==> src/rtl/mold_msg_len_cnt.sv <==
// ============================================================================
// Module   : mold_msg_len_cnt
// Brief    : MoldUDP64 per-message byte counter; emits message bytes per beat.
// Revision : 1.0 - initial release
// ============================================================================
`default_nettype none

module mold_msg_len_cnt #(
  parameter int KEEP_W    = 8,
  parameter int LEN_W     = 4,
  parameter int MSG_LEN_W = 16
) (
  input  logic                 clk,
  input  logic                 reset,
  input  logic                 valid_i,
  input  logic                 start_i,
  input  logic [MSG_LEN_W-1:0] msg_len_i,
  output logic [LEN_W-1:0]     len_o,
  output logic                 len_v_o,
  output logic                 last_o,
  output logic                 busy_o,
  output logic                 err_o
);

  localparam logic [MSG_LEN_W-1:0] C_KEEP = MSG_LEN_W'(KEEP_W);

  typedef enum logic [0:0] {
    IDLE = 1'b0,
    BUSY = 1'b1
  } state_t;

  state_t                 state_q, state_d;
  logic [MSG_LEN_W-1:0]   rem_q, rem_d;
  logic [LEN_W-1:0]       len_q, len_d;
  logic                   len_v_q, len_v_d;
  logic                   last_q, last_d;
  logic                   err_q, err_d;

  logic [MSG_LEN_W-1:0]   src;
  logic [MSG_LEN_W-1:0]   bytes;
  logic [MSG_LEN_W-1:0]   rem_next;

  // A start beat always sources its byte count from the new length, even in BUSY.
  always_comb begin
    src      = start_i ? msg_len_i : rem_q;
    bytes    = (src >= C_KEEP) ? C_KEEP : src;
    rem_next = src - bytes;
  end

  always_comb begin
    state_d = state_q;
    rem_d   = rem_q;
    len_d   = len_q;
    len_v_d = 1'b0;
    last_d  = 1'b0;
    err_d   = 1'b0;

    if (valid_i) begin
      if (start_i) begin
        if (state_q == BUSY) begin
          err_d = 1'b1;
        end
        if (msg_len_i == '0) begin
          err_d   = 1'b1;
          state_d = IDLE;
          rem_d   = '0;
        end else begin
          len_d   = LEN_W'(bytes);
          len_v_d = 1'b1;
          if (rem_next == '0) begin
            last_d  = 1'b1;
            state_d = IDLE;
            rem_d   = '0;
          end else begin
            state_d = BUSY;
            rem_d   = rem_next;
          end
        end
      end else if (state_q == BUSY) begin
        len_d   = LEN_W'(bytes);
        len_v_d = 1'b1;
        rem_d   = rem_next;
        if (rem_next == '0) begin
          last_d  = 1'b1;
          state_d = IDLE;
        end
      end
    end
  end

  always_ff @(posedge clk or posedge reset) begin
    if (reset) begin
      state_q <= IDLE;
      rem_q   <= '0;
      len_q   <= '0;
      len_v_q <= 1'b0;
      last_q  <= 1'b0;
      err_q   <= 1'b0;
    end else begin
      state_q <= state_d;
      rem_q   <= rem_d;
      len_q   <= len_d;
      len_v_q <= len_v_d;
      last_q  <= last_d;
      err_q   <= err_d;
    end
  end

  assign len_o   = len_q;
  assign len_v_o = len_v_q;
  assign last_o  = last_q;
  assign err_o   = err_q;
  assign busy_o  = (state_q == BUSY);

endmodule

`default_nettype wire

==> config.mk <==
export PLATFORM = sky130hd
export DESIGN_NAME = mold_msg_len_cnt
export DESIGN_NICKNAME = d
export VERILOG_FILES = /design/src/rtl/mold_msg_len_cnt.sv
export SDC_FILE = /design/constraint.sdc
export NUM_CORES = 1
export LEC_CHECK = 0
export BUFFER_PORTS_ARGS = -buffer_cell sky130_fd_sc_hd__buf_4
export CAP_MARGIN = 0
export CORE_UTILIZATION = 51
export DETAILED_ROUTE_END_ITERATION = 10
export MAX_ROUTING_LAYER = met4
export PLACE_DENSITY = 0.76
export SLEW_MARGIN = 20
export SYNTH_ARGS = -nofsm -noshare
export SYNTH_HDL_FRONTEND = slang
export SYNTH_SLANG_ARGS = --single-unit
==> constraint.sdc <==
create_clock -name clk -period 3.8 [get_ports clk]
set_clock_uncertainty 0.2 [all_clocks]
set_input_delay 0.38 -clock clk [delete_from_list [all_inputs] [get_ports clk]]
set_output_delay 0.38 -clock clk [all_outputs]
set_load 0.05 [all_outputs]
# == After elaboration in Yosys (flattened, before gate mapping) ==
# Index checks and enable logic that the tools add are counted.
# op_classes
n_addsub,1
magnitude_cmp,1
eq_ne,1
muxes,25
reduce_logical,5
# op_table
op,count
16-bit two-way mux,6
16-bit logical NOT,2
16-bit by 4-bit greater-or-equal comparator with 1-bit output (second input constant),1
1-bit two-way mux,16
16-bit subtractor,1
4-bit two-way mux,3
3-bit AND reduction,1
2-bit inequality test (second input constant),1
2-bit AND reduction,1
2-bit nonzero test,1
# word_totals
reg_bits,24
inputBits,20
output_inout_bits,8
word_cells,39

# == Logic depth before layout (Yosys ltp) ==
# depth
ltp_word,9
depth_mapped,16
depth_no_buf,14

# == Worst setup path before layout ==
# No wires, ideal clock.
# synth_timing
kind,input-to-reg
start,input start_i
end,register rem_q[2]
setup_time_ps,127
arrival_ps,3743
t_required_ps,3473
slack_ps,-270
path_stages,16
n_path_buf,5
cell_sequence,buf_2 buf_4 buf_2 buf_2 buf_1 mux2_2 nand2_1 ha_1 o311ai_1 o221ai_1 nor4_1 a21oi_1 nor4bb_1 and4b_1 o211a_1 nor3_2
# synth_via
elab_chain_cells,8
word_cells_on_any_way,11
classes_between,1 x add/sub; 1 x order compare; 6 x mux; 3 x reduce/logical
# synth_rtl
item,line_no,source
"start, declared",16,"input logic start_i,"
16-bit two-way mux,45,src = start_i ? msg_len_i : rem_q;
16-bit by 4-bit greater-or-equal comparator with 1-bit output,46,bytes = (src >= C_KEEP) ? C_KEEP : src;
16-bit two-way mux,46,
16-bit subtractor,47,rem_next = src - bytes;
16-bit logical NOT,70,if (rem_next == '0) begin
16-bit two-way mux,70,
16-bit two-way mux,63,if (msg_len_i == '0) begin
16-bit two-way mux,59,if (start_i) begin
"end signal, assigned",101,rem_q <= rem_d;
"end, declared",33,"logic [MSG_LEN_W-1:0] rem_q, rem_d;"
# Parallel ways exist; a longest one is shown, timed or not. The select of a mux whose other input is x is not followed.
# A chain may end at the register's enable or synchronous reset.

# == Worst setup path after layout ==
# layout_timing
start,register rem_q[14]
end,register rem_q[2]
# layout_via
elab_chain_cells,8
word_cells_on_any_way,9
classes_between,1 x add/sub; 1 x order compare; 6 x mux; 1 x reduce/logical
# layout_rtl
item,line_no
16-bit two-way mux (*),45
16-bit by 4-bit greater-or-equal comparator with 1-bit output,46
16-bit two-way mux,46
16-bit subtractor (*),47
16-bit logical NOT,70
16-bit two-way mux,70
16-bit two-way mux,63
16-bit two-way mux (*),59
# Mark *: on every way between the ends. The rest lies on a longest branch, timed or not. The select of a mux whose other input is x is not followed.

==> impl_metrics.yaml <==
run_status:
  status: "completed"
critical_path:
  required_ns: 3.82
  ff2ff_setup_slack_ns: 0.26
  crit_fanout: 8
  worstSetupStartpointType: "register"
  r2r_end: "rem_q[2]$_DFFE_PP0P_"
  ff2ff_path_depth: 13
  r2r-start: "rem_q[14]$_DFFE_PP0P_"
  arrival_ns: 3.56
  worst_setup_path_end_kind: "register"
  crit_type: "reg -> reg"
timing:
  relSlewSlack_pct: 38.39
  hold_violations: 0
  rsz0062_at_grt: "no"
  slew_violations: 0
  setup_viol: 0
  fin_crit_sh_pct: 93.23
  max_freq_mhz: 282.3
  period_minus_slack_ns: 3.543
  worst_pin_slew_ns: 0.9232
pwr:
  p_per_area_nw_per_um2: 366.4
  p_leak_nw: 1.009
  vdd_drop_max_mv: 0.3149
  power.total_mw: 0.8329
yosys:
  yosys_warnings: 0
  synth_cell_types: 56
  synth-compound-area-share_pct: 22.92
  synth_fp_nets: 250
  ys_async_sr_fraction_pct: 100.0
  synth_top_family_by_area: "simple AND/OR/NAND/NOR gates"
  synthAdderAreaFrac_pct: 0.6780
  synthFlopType: "dfrtp_1"
  yosys.area_share.simple_pct: 29.22
  synth_area_leaders: "dfrtp_1 33%, o21ai_0 6.5%, nand2_1 6.1%"
  synth.top_cell.area_share_pct: 32.54
  synth_xor_area_share_pct: 3.322
  avgSynthCellArea_sq_um: 8.059
  yosysSeqAreaShare_pct: 32.54
  synth_mux_area_share_pct: 7.254
  synth_edf_count: 0
  synth_seq_cells: 24
  yosys.area.top_type: "dfrtp_1"
  syn-cell-area_sq_um: 1846
  postSynthCellCount: 229
placed_design:
  portBuffers: 27
  dpl.hpwl_mm: 3.878
  finalWeightedCongestion: 0.9534
final_layout:
  layout-drive-gt1-share_pct: 24.44
  fin_nets: 288
  num_antenna_cells: 0
  final_cell_mix: "42 x buf_4, 30 x nand2_1, 24 x nor2_1, 24 x dfrtp_1, 23 x o21ai_0"
  final_util_pct: 67.07
  final_common_cell: "buf_4"
  area_growth_pct: 23.19
die:
  num_rows: 21
  die-area_sq_um: 3863
  ios: 28
  core_sq_um: 3390
  fp.dieH_microns: 62.16
  initial_utilization_pct: 54.45
  dieWidth_microns: 62.16
grt:
  grt_max_degree: 25
  grt_pass1_vias: 1738
  grt_overflow_total: 0
  grt_pass1_wl_mm: 8.438
  grt_usage_pct: 28.15
  grt_antenna_before_repair: 0
cts:
  cts.sinks: 24
  htreeDepth: 1
  clk_latency_ns: 0.33
  cts_hold_buf: 0
  path_clk_slew_ns: 0.15
  cts_buffers: 3
  root_buffer: "clkbuf_4"
  cts_tree: "yes"
  cts_buffer_depth: 2
detailed_routing:
  dr.pass1.iters: 5
  drc_errors: 0
  first_iter_violations: 109
  vias: 1891
  wirelength_mm: 5.036
  viasPerCell: 6.061
  ant_nets: 0
  wl_per_cell_microns: 16.14
hold_path:
  hold_path_class: "in -> async"
job:
  drv_cap: 0
critical path, cell delays in order, from the launching register on:
cell and delay, ns:
dfrtp_1 0.41, or4_1 0.60, a21oi_1 0.20, nand2_1 0.13
nand2_1 0.09, ha_2 0.25, inv_1 0.11, a211oi_4 0.32
a2111oi_2 0.13, xnor2_1 0.16, nor4bb_1 0.25, and4b_1 0.31
o211a_1 0.21, nor3_2 0.05
state kept, by name, indices dropped and copies added, names as in the netlist:
register  count
len_v_o       1
last_o        1
busy_o        1
rem_q        16
err_o         1
len_o         4
cell usage after synthesis (3+ instances only):
cell type	n
a21oi_1	14
buf_2	3
clkbuf_1	3
dfrtp_1	24
inv_1	8
mux2_2	3
mux2i_1	10
nand2_1	30
nand3_1	5
nor2_1	24
nor2b_1	3
nor3_1	9
nor3b_1	3
nor4_1	5
o21ai_0	24
o22ai_1	3
xnor2_1	4
xor2_1	3
metal layers:
metal	vias to the layer above	track usage [%]	part of all wire, %
li1	922	-	-
met1	899	38.14	47
met2	60	44.09	47
met3	10	4.228	4.8
met4	0	7.267	1.9
met5	-	-	0
final cells by class:
type / instances / area [sq um]
inverter: 8 / 30.03
sequential: 24 / 600.6
tap: 46 / 57.56
multi-input combinational: 188 / 1234
clock buffer: 4 / 36.28
fill: 290 / 1116
timing repair buffer: 42 / 315.3
stage by stage:
step	instance area [sq um]	setup slack, ns	TNS, ns	hold slack [ns]	instances
final	2273	0.2572	0	0.03411	312
after global routing	2273	0.04376	0	0.08139	312
after CTS	2236	0.2018	0	0.08314	312
after detailed placement	2200	-0.02604	-0.05863	0.2716	308
after global placement	2200	0.05885	0	0.2588	308
after floorplan	1869	0.004749	0	0.1946	229
what timing repair did:
action / in CTS / in global routing
resized for setup: 0 / 6
setup buffers: 0 / 0
endpoints found under the setup margin: 0 / 5
kinds of logic (layout without fill, tap and decap cells):
logic type | Yosys count | in the layout
compound gates | 66 | 66
xor+xnor | 7 | 7
fa+ha+maj | 1 | 1
buf+inv | 17 | 54
flops | 24 | 24
mux | 13 | 13
other cells | 1 | 1
simple gates | 100 | 100
worst max path at each step:
stage               cells past startpoint             startpoint                   end
global route                           13  rem_q[14]$_DFFE_PP0P_  rem_q[2]$_DFFE_PP0P_
global placement                       15                start_i  rem_q[2]$_DFFE_PP0P_
CTS                                    14   rem_q[6]$_DFFE_PP0P_  rem_q[2]$_DFFE_PP0P_
finish                                 13  rem_q[14]$_DFFE_PP0P_  rem_q[2]$_DFFE_PP0P_
floorplan                              16                start_i  rem_q[2]$_DFFE_PP0P_
detailed placement                     15                start_i  rem_q[2]$_DFFE_PP0P_
report_power, final:
group	internal, mW	total [mW]	switching (mW)
Sequential	0.299	0.342	0.0433
Combinational	0.148	0.348	0.200
Clock	0.0587	0.142	0.0838
Total	0.505	0.833	0.328
Note: power is estimated with default switching activity, not from simulation.
